[src/rtl/uart_pkt_rx_if.sv]
// uart_pkt_rx_if
// Byte stream in from uart_rx and assembled packet out to the command decoder.
//   in_data   [7:0]   received byte
//   in_valid          byte strobe, one cycle per byte
//   pkt_valid         one-cycle pulse, pkt_* hold a good packet
//   pkt_cmd   [7:0]   command byte
//   pkt_addr  [15:0]  {ADDR_H, ADDR_L}
//   pkt_data  [31:0]  {D3, D2, D1, D0}
// master: byte source / packet sink.  slave: the deframer.
interface uart_pkt_rx_if;
    logic [7:0]  in_data;
    logic        in_valid;
    logic        pkt_valid;
    logic [7:0]  pkt_cmd;
    logic [15:0] pkt_addr;
    logic [31:0] pkt_data;

    modport master (
        output in_data, in_valid,
        input  pkt_valid, pkt_cmd, pkt_addr, pkt_data
    );

    modport slave (
        input  in_data, in_valid,
        output pkt_valid, pkt_cmd, pkt_addr, pkt_data
    );
endinterface

[src/rtl/uart_pkt_rx.sv]
// uart_pkt_rx
// Deframes [CMD][ADDR_L][ADDR_H][D0][D1][D2][D3] (+ optional CRC-8 byte) from a
// byte stream. One registered pulse per packet end: pkt_valid, crc_err or
// illegal_cmd. A partial packet idle for TIMEOUT_CYC cycles is dropped with
// timeout_err.
// Ports:
//   clk, rst_n    clock, synchronous active-low reset
//   bus           uart_pkt_rx_if.slave (in_data/in_valid in, pkt_* out)
//   crc_en        per-packet CRC enable, sampled with the CMD byte
//   crc_err       pulse: packet dropped, CRC mismatch
//   illegal_cmd   pulse: packet dropped, cmd[7:4] > MAX_CMD
//   timeout_err   pulse: partial packet dropped on inter-byte timeout
//   busy          partial packet in progress
// Build option: PKT_RX_CRC_EN builds the CRC-8 (poly 0x07) accumulator and the
// 8-byte framing; without it crc_en is ignored and crc_err is tied low.
module uart_pkt_rx #(
    parameter int TIMEOUT_CYC = 65536,
    parameter int TO_W        = 17,
    parameter int MAX_CMD     = 7
) (
    input  logic         clk,
    input  logic         rst_n,
    uart_pkt_rx_if.slave bus,
    input  logic         crc_en,
    output logic         crc_err,
    output logic         illegal_cmd,
    output logic         timeout_err,
    output logic         busy
);
    localparam logic [TO_W-1:0] TO_LAST  = TO_W'(TIMEOUT_CYC - 1);
    localparam logic [3:0]      MAX_TYPE = 4'(MAX_CMD);

    logic [2:0]      idx_q, idx_d;
    logic [TO_W-1:0] to_cnt_q, to_cnt_d;
    logic [7:0]      sh_cmd_q, sh_cmd_d;
    logic [15:0]     sh_addr_q, sh_addr_d;
    logic [31:0]     sh_data_q, sh_data_d;
    logic            pkt_valid_q, pkt_valid_d;
    logic [7:0]      pkt_cmd_q, pkt_cmd_d;
    logic [15:0]     pkt_addr_q, pkt_addr_d;
    logic [31:0]     pkt_data_q, pkt_data_d;
    logic            illegal_q, illegal_d;
    logic            timeout_q, timeout_d;
    logic [2:0]      last_idx;

`ifdef PKT_RX_CRC_EN
    logic            crc_mode_q, crc_mode_d;
    logic [7:0]      crc_acc_q, crc_acc_d;
    logic            crc_err_q, crc_err_d;
    logic            crc_mode_cur;
    logic            crc_bad;

    function automatic logic [7:0] crc8_byte(input logic [7:0] crc, input logic [7:0] b);
        logic [7:0] c;
        c = crc ^ b;
        for (int i = 0; i < 8; i++) begin
            c = c[7] ? ((c << 1) ^ 8'h07) : (c << 1);
        end
        return c;
    endfunction
`else
    logic unused_crc_en;
    assign unused_crc_en = crc_en;
`endif

    always_comb begin
        idx_d       = idx_q;
        to_cnt_d    = to_cnt_q;
        sh_cmd_d    = sh_cmd_q;
        sh_addr_d   = sh_addr_q;
        sh_data_d   = sh_data_q;
        pkt_valid_d = 1'b0;
        pkt_cmd_d   = pkt_cmd_q;
        pkt_addr_d  = pkt_addr_q;
        pkt_data_d  = pkt_data_q;
        illegal_d   = 1'b0;
        timeout_d   = 1'b0;
`ifdef PKT_RX_CRC_EN
        crc_mode_d   = crc_mode_q;
        crc_acc_d    = crc_acc_q;
        crc_err_d    = 1'b0;
        // At idx 0 the packet's mode is whatever crc_en says right now.
        crc_mode_cur = (idx_q == 3'd0) ? crc_en : crc_mode_q;
        last_idx     = crc_mode_cur ? 3'd7 : 3'd6;
        crc_bad      = 1'b0;
`else
        last_idx     = 3'd6;
`endif

        if (bus.in_valid) begin
            to_cnt_d = '0;
            case (idx_q)
                3'd0:    sh_cmd_d          = bus.in_data;
                3'd1:    sh_addr_d[7:0]    = bus.in_data;
                3'd2:    sh_addr_d[15:8]   = bus.in_data;
                3'd3:    sh_data_d[7:0]    = bus.in_data;
                3'd4:    sh_data_d[15:8]   = bus.in_data;
                3'd5:    sh_data_d[23:16]  = bus.in_data;
                3'd6:    sh_data_d[31:24]  = bus.in_data;
                default: ;
            endcase
`ifdef PKT_RX_CRC_EN
            if (idx_q == 3'd0) crc_mode_d = crc_en;
            if (idx_q != 3'd7) crc_acc_d = crc8_byte(crc_acc_q, bus.in_data);
            crc_bad = crc_mode_cur && (idx_q == 3'd7) && (bus.in_data != crc_acc_q);
`endif
            if (idx_q == last_idx) begin
                idx_d = '0;
`ifdef PKT_RX_CRC_EN
                crc_acc_d = '0;
                if (crc_bad) begin
                    crc_err_d = 1'b1;
                end else
`endif
                if (sh_cmd_d[7:4] > MAX_TYPE) begin
                    illegal_d = 1'b1;
                end else begin
                    pkt_valid_d = 1'b1;
                    pkt_cmd_d   = sh_cmd_d;
                    pkt_addr_d  = sh_addr_d;
                    pkt_data_d  = sh_data_d;
                end
            end else begin
                idx_d = idx_q + 3'd1;
            end
        end else if (idx_q != 3'd0) begin
            if (to_cnt_q == TO_LAST) begin
                idx_d     = '0;
                to_cnt_d  = '0;
                timeout_d = 1'b1;
`ifdef PKT_RX_CRC_EN
                crc_acc_d = '0;
`endif
            end else begin
                to_cnt_d = to_cnt_q + TO_W'(1);
            end
        end
    end

    always_ff @(posedge clk) begin
        if (!rst_n) begin
            idx_q       <= '0;
            to_cnt_q    <= '0;
            sh_cmd_q    <= '0;
            sh_addr_q   <= '0;
            sh_data_q   <= '0;
            pkt_valid_q <= 1'b0;
            pkt_cmd_q   <= '0;
            pkt_addr_q  <= '0;
            pkt_data_q  <= '0;
            illegal_q   <= 1'b0;
            timeout_q   <= 1'b0;
`ifdef PKT_RX_CRC_EN
            crc_mode_q  <= 1'b0;
            crc_acc_q   <= '0;
            crc_err_q   <= 1'b0;
`endif
        end else begin
            idx_q       <= idx_d;
            to_cnt_q    <= to_cnt_d;
            sh_cmd_q    <= sh_cmd_d;
            sh_addr_q   <= sh_addr_d;
            sh_data_q   <= sh_data_d;
            pkt_valid_q <= pkt_valid_d;
            pkt_cmd_q   <= pkt_cmd_d;
            pkt_addr_q  <= pkt_addr_d;
            pkt_data_q  <= pkt_data_d;
            illegal_q   <= illegal_d;
            timeout_q   <= timeout_d;
`ifdef PKT_RX_CRC_EN
            crc_mode_q  <= crc_mode_d;
            crc_acc_q   <= crc_acc_d;
            crc_err_q   <= crc_err_d;
`endif
        end
    end

    assign bus.pkt_valid = pkt_valid_q;
    assign bus.pkt_cmd   = pkt_cmd_q;
    assign bus.pkt_addr  = pkt_addr_q;
    assign bus.pkt_data  = pkt_data_q;
    assign illegal_cmd   = illegal_q;
    assign timeout_err   = timeout_q;
    assign busy          = (idx_q != 3'd0);
`ifdef PKT_RX_CRC_EN
    assign crc_err       = crc_err_q;
`else
    assign crc_err       = 1'b0;
`endif
endmodule

[src/flat_wrapper.sv]
// flat-port wrapper written by rule: the top's interface ports become plain ports
module uart_pkt_rx_flat 
#(
    parameter int TIMEOUT_CYC = 65536,
    parameter int TO_W        = 17,
    parameter int MAX_CMD     = 7
)
  (clk, rst_n, crc_en, crc_err, illegal_cmd, timeout_err, busy, bus_in_data, bus_in_valid, bus_pkt_valid, bus_pkt_cmd, bus_pkt_addr, bus_pkt_data);
  uart_pkt_rx_if bus_i ();
  input  logic clk;
  input  logic rst_n;
  input  logic crc_en;
  output logic crc_err;
  output logic illegal_cmd;
  output logic timeout_err;
  output logic busy;
  input wire logic [$bits(bus_i.in_data)-1:0] bus_in_data;
  input wire logic [$bits(bus_i.in_valid)-1:0] bus_in_valid;
  output wire logic [$bits(bus_i.pkt_valid)-1:0] bus_pkt_valid;
  output wire logic [$bits(bus_i.pkt_cmd)-1:0] bus_pkt_cmd;
  output wire logic [$bits(bus_i.pkt_addr)-1:0] bus_pkt_addr;
  output wire logic [$bits(bus_i.pkt_data)-1:0] bus_pkt_data;
  assign bus_i.in_data = bus_in_data;
  assign bus_i.in_valid = bus_in_valid;
  assign bus_pkt_valid = bus_i.pkt_valid;
  assign bus_pkt_cmd = bus_i.pkt_cmd;
  assign bus_pkt_addr = bus_i.pkt_addr;
  assign bus_pkt_data = bus_i.pkt_data;
  uart_pkt_rx #(.TIMEOUT_CYC(TIMEOUT_CYC), .TO_W(TO_W), .MAX_CMD(MAX_CMD)) u_core (.clk(clk), .rst_n(rst_n), .bus(bus_i), .crc_en(crc_en), .crc_err(crc_err), .illegal_cmd(illegal_cmd), .timeout_err(timeout_err), .busy(busy));
endmodule
[config.mk]
export PLATFORM = sky130hd
export DESIGN_NAME = uart_pkt_rx_flat
export DESIGN_NICKNAME = d
export VERILOG_FILES = /design/src/rtl/uart_pkt_rx_if.sv /design/src/rtl/uart_pkt_rx.sv /design/src/flat_wrapper.sv
export SDC_FILE = /design/constraint.sdc
export NUM_CORES = 1
export LEC_CHECK = 0
export ABC_AREA = 1
export CORE_MARGIN = 2
export CORE_UTILIZATION = 55
export CTS_BUF_LIST = sky130_fd_sc_hd__clkbuf_8
export CTS_CLUSTER_SIZE = 28
export DETAILED_ROUTE_END_ITERATION = 12
export HOLD_SLACK_MARGIN = 0.03
export PLACE_DENSITY = 0.82
export SETUP_SLACK_MARGIN = 0.05
export SLEW_MARGIN = 20
export SYNTH_ARGS = -nofsm -noshare
export SYNTH_HDL_FRONTEND = slang
export SYNTH_SLANG_ARGS = --single-unit
[constraint.sdc]
create_clock -name clk -period 2.15 [get_ports clk]
set_input_delay 0.215 -clock clk [delete_from_list [all_inputs] [get_ports clk]]
set_output_delay 0.215 -clock clk [all_outputs]
set_load 0.05 [all_outputs]
==> run_results.csv <==
group,metric,value,unit
logic_synthesis,syn_nets,788,
logic_synthesis,ys_top_cells_by_area,"dfxtp_1 48%, nand2_1 10%, nor2_1 5.9%",
layout,utilization,70.0,%
layout,drive_above_1_share,6.56,%
place,hpwl,8.66,mm
critical_path,r2r_cells,7,
timing,finalSetupTns,0,ps
layout,post-route-cell-area,6900,um2
global_route,grt_pass1_vias,5008,
logic_synthesis,synth_area,5640,um2
detailed_routing,drt-total-wl,13.6,mm
timing,rsz0062_at_grt,"false",
layout,diodes,0,
floorplanning,die-height,105,um
layout,regArea,2700,um2
critical_path,crit_path_start_kind,"register",
timing,slew_headroom,65.0,%
logic_synthesis,syn_inst,774,
layout,synthToLayoutAreaGrowth,22.3,%
floorplanning,initial_core_util,57.2,%
logic_synthesis,ys_types,26,
global_route,antenna_found_initial,0,
floorplanning,die_w,105,um
timing,slew_viol_final,0,
timing,period_share,85.6,%
floorplanning,io_pins,73,
floorplanning,fp-row-count,36,
critical_path,path_class,"reg2out",
timing,fin_skew,10.6,ps
hold_path,worstHoldPathCells,3,
global_route,grt.total_usage,25.0,%
timing,fmax,543,MHz
layout,multi_input_area,2420,um2
place,place_area,6430,um2
clock_tree,clk_latency,440,ps
pwr,ir_worst_vdd,502,uV
global_route,grt_max_degree,77,
logic_synthesis,postSynthAreaPerCell,7.29,um2
logic_synthesis,ys_seq_elements,135,
detailed_routing,drtPass1Iterations,7,
detailed_routing,drt-wirelength-per-cell,14.0,um
critical_path,r2r_slack,370,ps
clock_tree,post_cts_buffers,0,
logic_synthesis,synth_top_cell_by_area,"dfxtp_1",
global_route,grt_first_pass_wirelength,22.5,mm
place,routabilityCongestion,0.827,
hold_path,hp-start,"rst_n",
critical_path,worstReg2RegEnd,"u_core.idx_q[2]",
clock_tree,cts_resized,0,
clock_tree,postCtsHoldBufs,0,
timing,tightest_slew,523,ps
floorplanning,die_area,11100,um2
pwr,p_leak,2.68,nW
detailed_routing,via_count,5283,
hold_path,hold_class,"in2reg",
logic_synthesis,yosys_warnings,0,
detailed_routing,vias_per_cell,5.44,
layout,n_fill_cell,778,
layout,fin_nets,839,
critical_path,cp_data_required_time,1930,ps
timing,setup_viol,0,
critical_path,cp-end-kind,"output pin",
logic_synthesis,yosysTopAreaCellShare,47.9,%
flow_run,maxCapViolCount,0,
clock_tree,cts_max_level,4,
detailed_routing,drc_errors,0,
clock_tree,cts-root-buf,"clkbuf_8",
hold_path,whs_endpoint,"u_core.bus.pkt_valid",
timing,hold_viol,0,
detailed_routing,ant_nets,0,
timing,min_period,1840,ps
logic_synthesis,seq_area_frac_synth,47.9,%
clock_tree,numCtsBuffers,17,
clock_tree,cts_buffer_depth,2,
critical_path,crit_arrival,1630,ps
run_status,status,"finished clean",
clock_tree,cts_tree,"built",
critical_path,crit_fanout,16,
critical_path,reg2reg_from,"u_core.to_cnt_q[3]",
clock_tree,clk_pin_slew_worst_paths,70,ps
pwr,p_per_area,788,nW/um2
clock_tree,clock_sinks,135,
place,portBuffers,70,
global_route,overflow,0,
floorplanning,core_area,9860,um2
detailed_routing,first_iter_violations,308,
[area by class of cell]
class                   instances  area share (%)
flip-flops and latches        135            39.2
multi-input cells             513            35.1
repair buffers                 85            12.6
inverters                      73            3.97
clock buffers                  19            3.79
clock inverters                13            2.96
well taps                     133            2.41
[cells by family (layout without fill, tap and decap cells)]
group / Yosys count / in the layout / share of synthesized area [%]
AO/OA/AOI/OAI: 176 / 176 / 16.8
XOR/XNOR: 4 / 4 / 0.621
adder cells (fa/ha/maj): 2 / 2 / 0.443
buffers and inverters: 126 / 190 / 9.42
flip-flops: 135 / 135 / 47.9
multiplexers: 8 / 8 / 1.42
other: 1 / 1 / 0.0665
AND/OR/NAND/NOR: 322 / 322 / 23.3
[synthesized netlist by cell type]
master,count
nand3b_1,1
inv_1,71
ha_1,2
dfxtp_1,135
nand2_1,157
o22ai_1,50
a211oi_1,1
o21ai_1,7
mux2i_1,8
buf_4,10
clkbuf_1,17
nand3_1,64
nor2_1,89
inv_2,2
buf_1,9
o21ai_0,53
nand2_2,1
conb_1,1
a21oi_1,64
nand4_1,3
buf_2,17
xnor2_1,1
o21ai_2,1
xor2_1,3
nor2_2,3
nor3_1,4
[critical path, cell delays in order (launching register included)]
cell and delay [ps]:
dfxtp_1 350, nor2_1 200, nand2_2 190, buf_4 240, buf_4 200
[registers in the layout, indices dropped and copies added (netlist names), 3 cells and up]
name,count
u_core.bus.pkt_data,32
u_core.sh_data_q,32
u_core.to_cnt_q,17
u_core.bus.pkt_addr,16
u_core.sh_addr_q,16
u_core.bus.pkt_cmd,8
u_core.sh_cmd_q,8
u_core.idx_q,3
[worst max path at each step]
stage,startpoint,end,slack (ps),cells past startpoint
after floorplan,u_core.idx_q[1],u_core.bus.pkt_cmd[5],520,7
after global placement,bus_in_valid,u_core.to_cnt_q[4],360,8
after detailed placement,bus_in_valid,u_core.to_cnt_q[4],320,8
after CTS,u_core.bus.pkt_data[30],bus_pkt_data[30],300,1
after global routing,u_core.idx_q[0],u_core.bus.pkt_data[22],240,7
final,u_core.idx_q[0],busy,310,4
[power by group]
| group | switching (mW) | internal (mW) | total [mW] | leakage, nW |
|---|---|---|---|---|
| logic | 0.328 | 0.135 | 0.463 | 1.36 |
| clock network | 0.987 | 1.44 | 2.43 | 0.234 |
| registers | 0.0131 | 2.53 | 2.55 | 1.09 |
| total | 1.33 | 4.11 | 5.43 | 2.68 |
[stage by stage]
stage	hold WS [ps]	setup WS [ps]	total power [mW]	std cells
after global routing	169	235	5.59	971
after detailed placement	443	319	3.05	939
after CTS	145	305	5.43	971
after global placement	424	363	3.04	939
final	155	309	5.43	971
after floorplan	380	524	2.93	774
[cell usage in the layout (no fill, tap or decap), drive strengths merged, types with 8 or more instances in the layout]
cell,n
inv,75
clkbuf,19
a21oi,64
nand3,64
dfxtp,135
o22ai,50
clkdlybuf4s50,68
nor2,92
o21ai,61
buf,17
mux2i,8
nand2,158
[routing by layer]
layer	part of all wire [%]	GRT usage, %	vias to the layer above
li1	-	-	2641
met1	42	29.7	2422
met2	50	42.9	200
met3	6.8	6.43	20
met4	1.3	10.1	0
met5	0	0	-
Power figures use the tool's default switching activity.
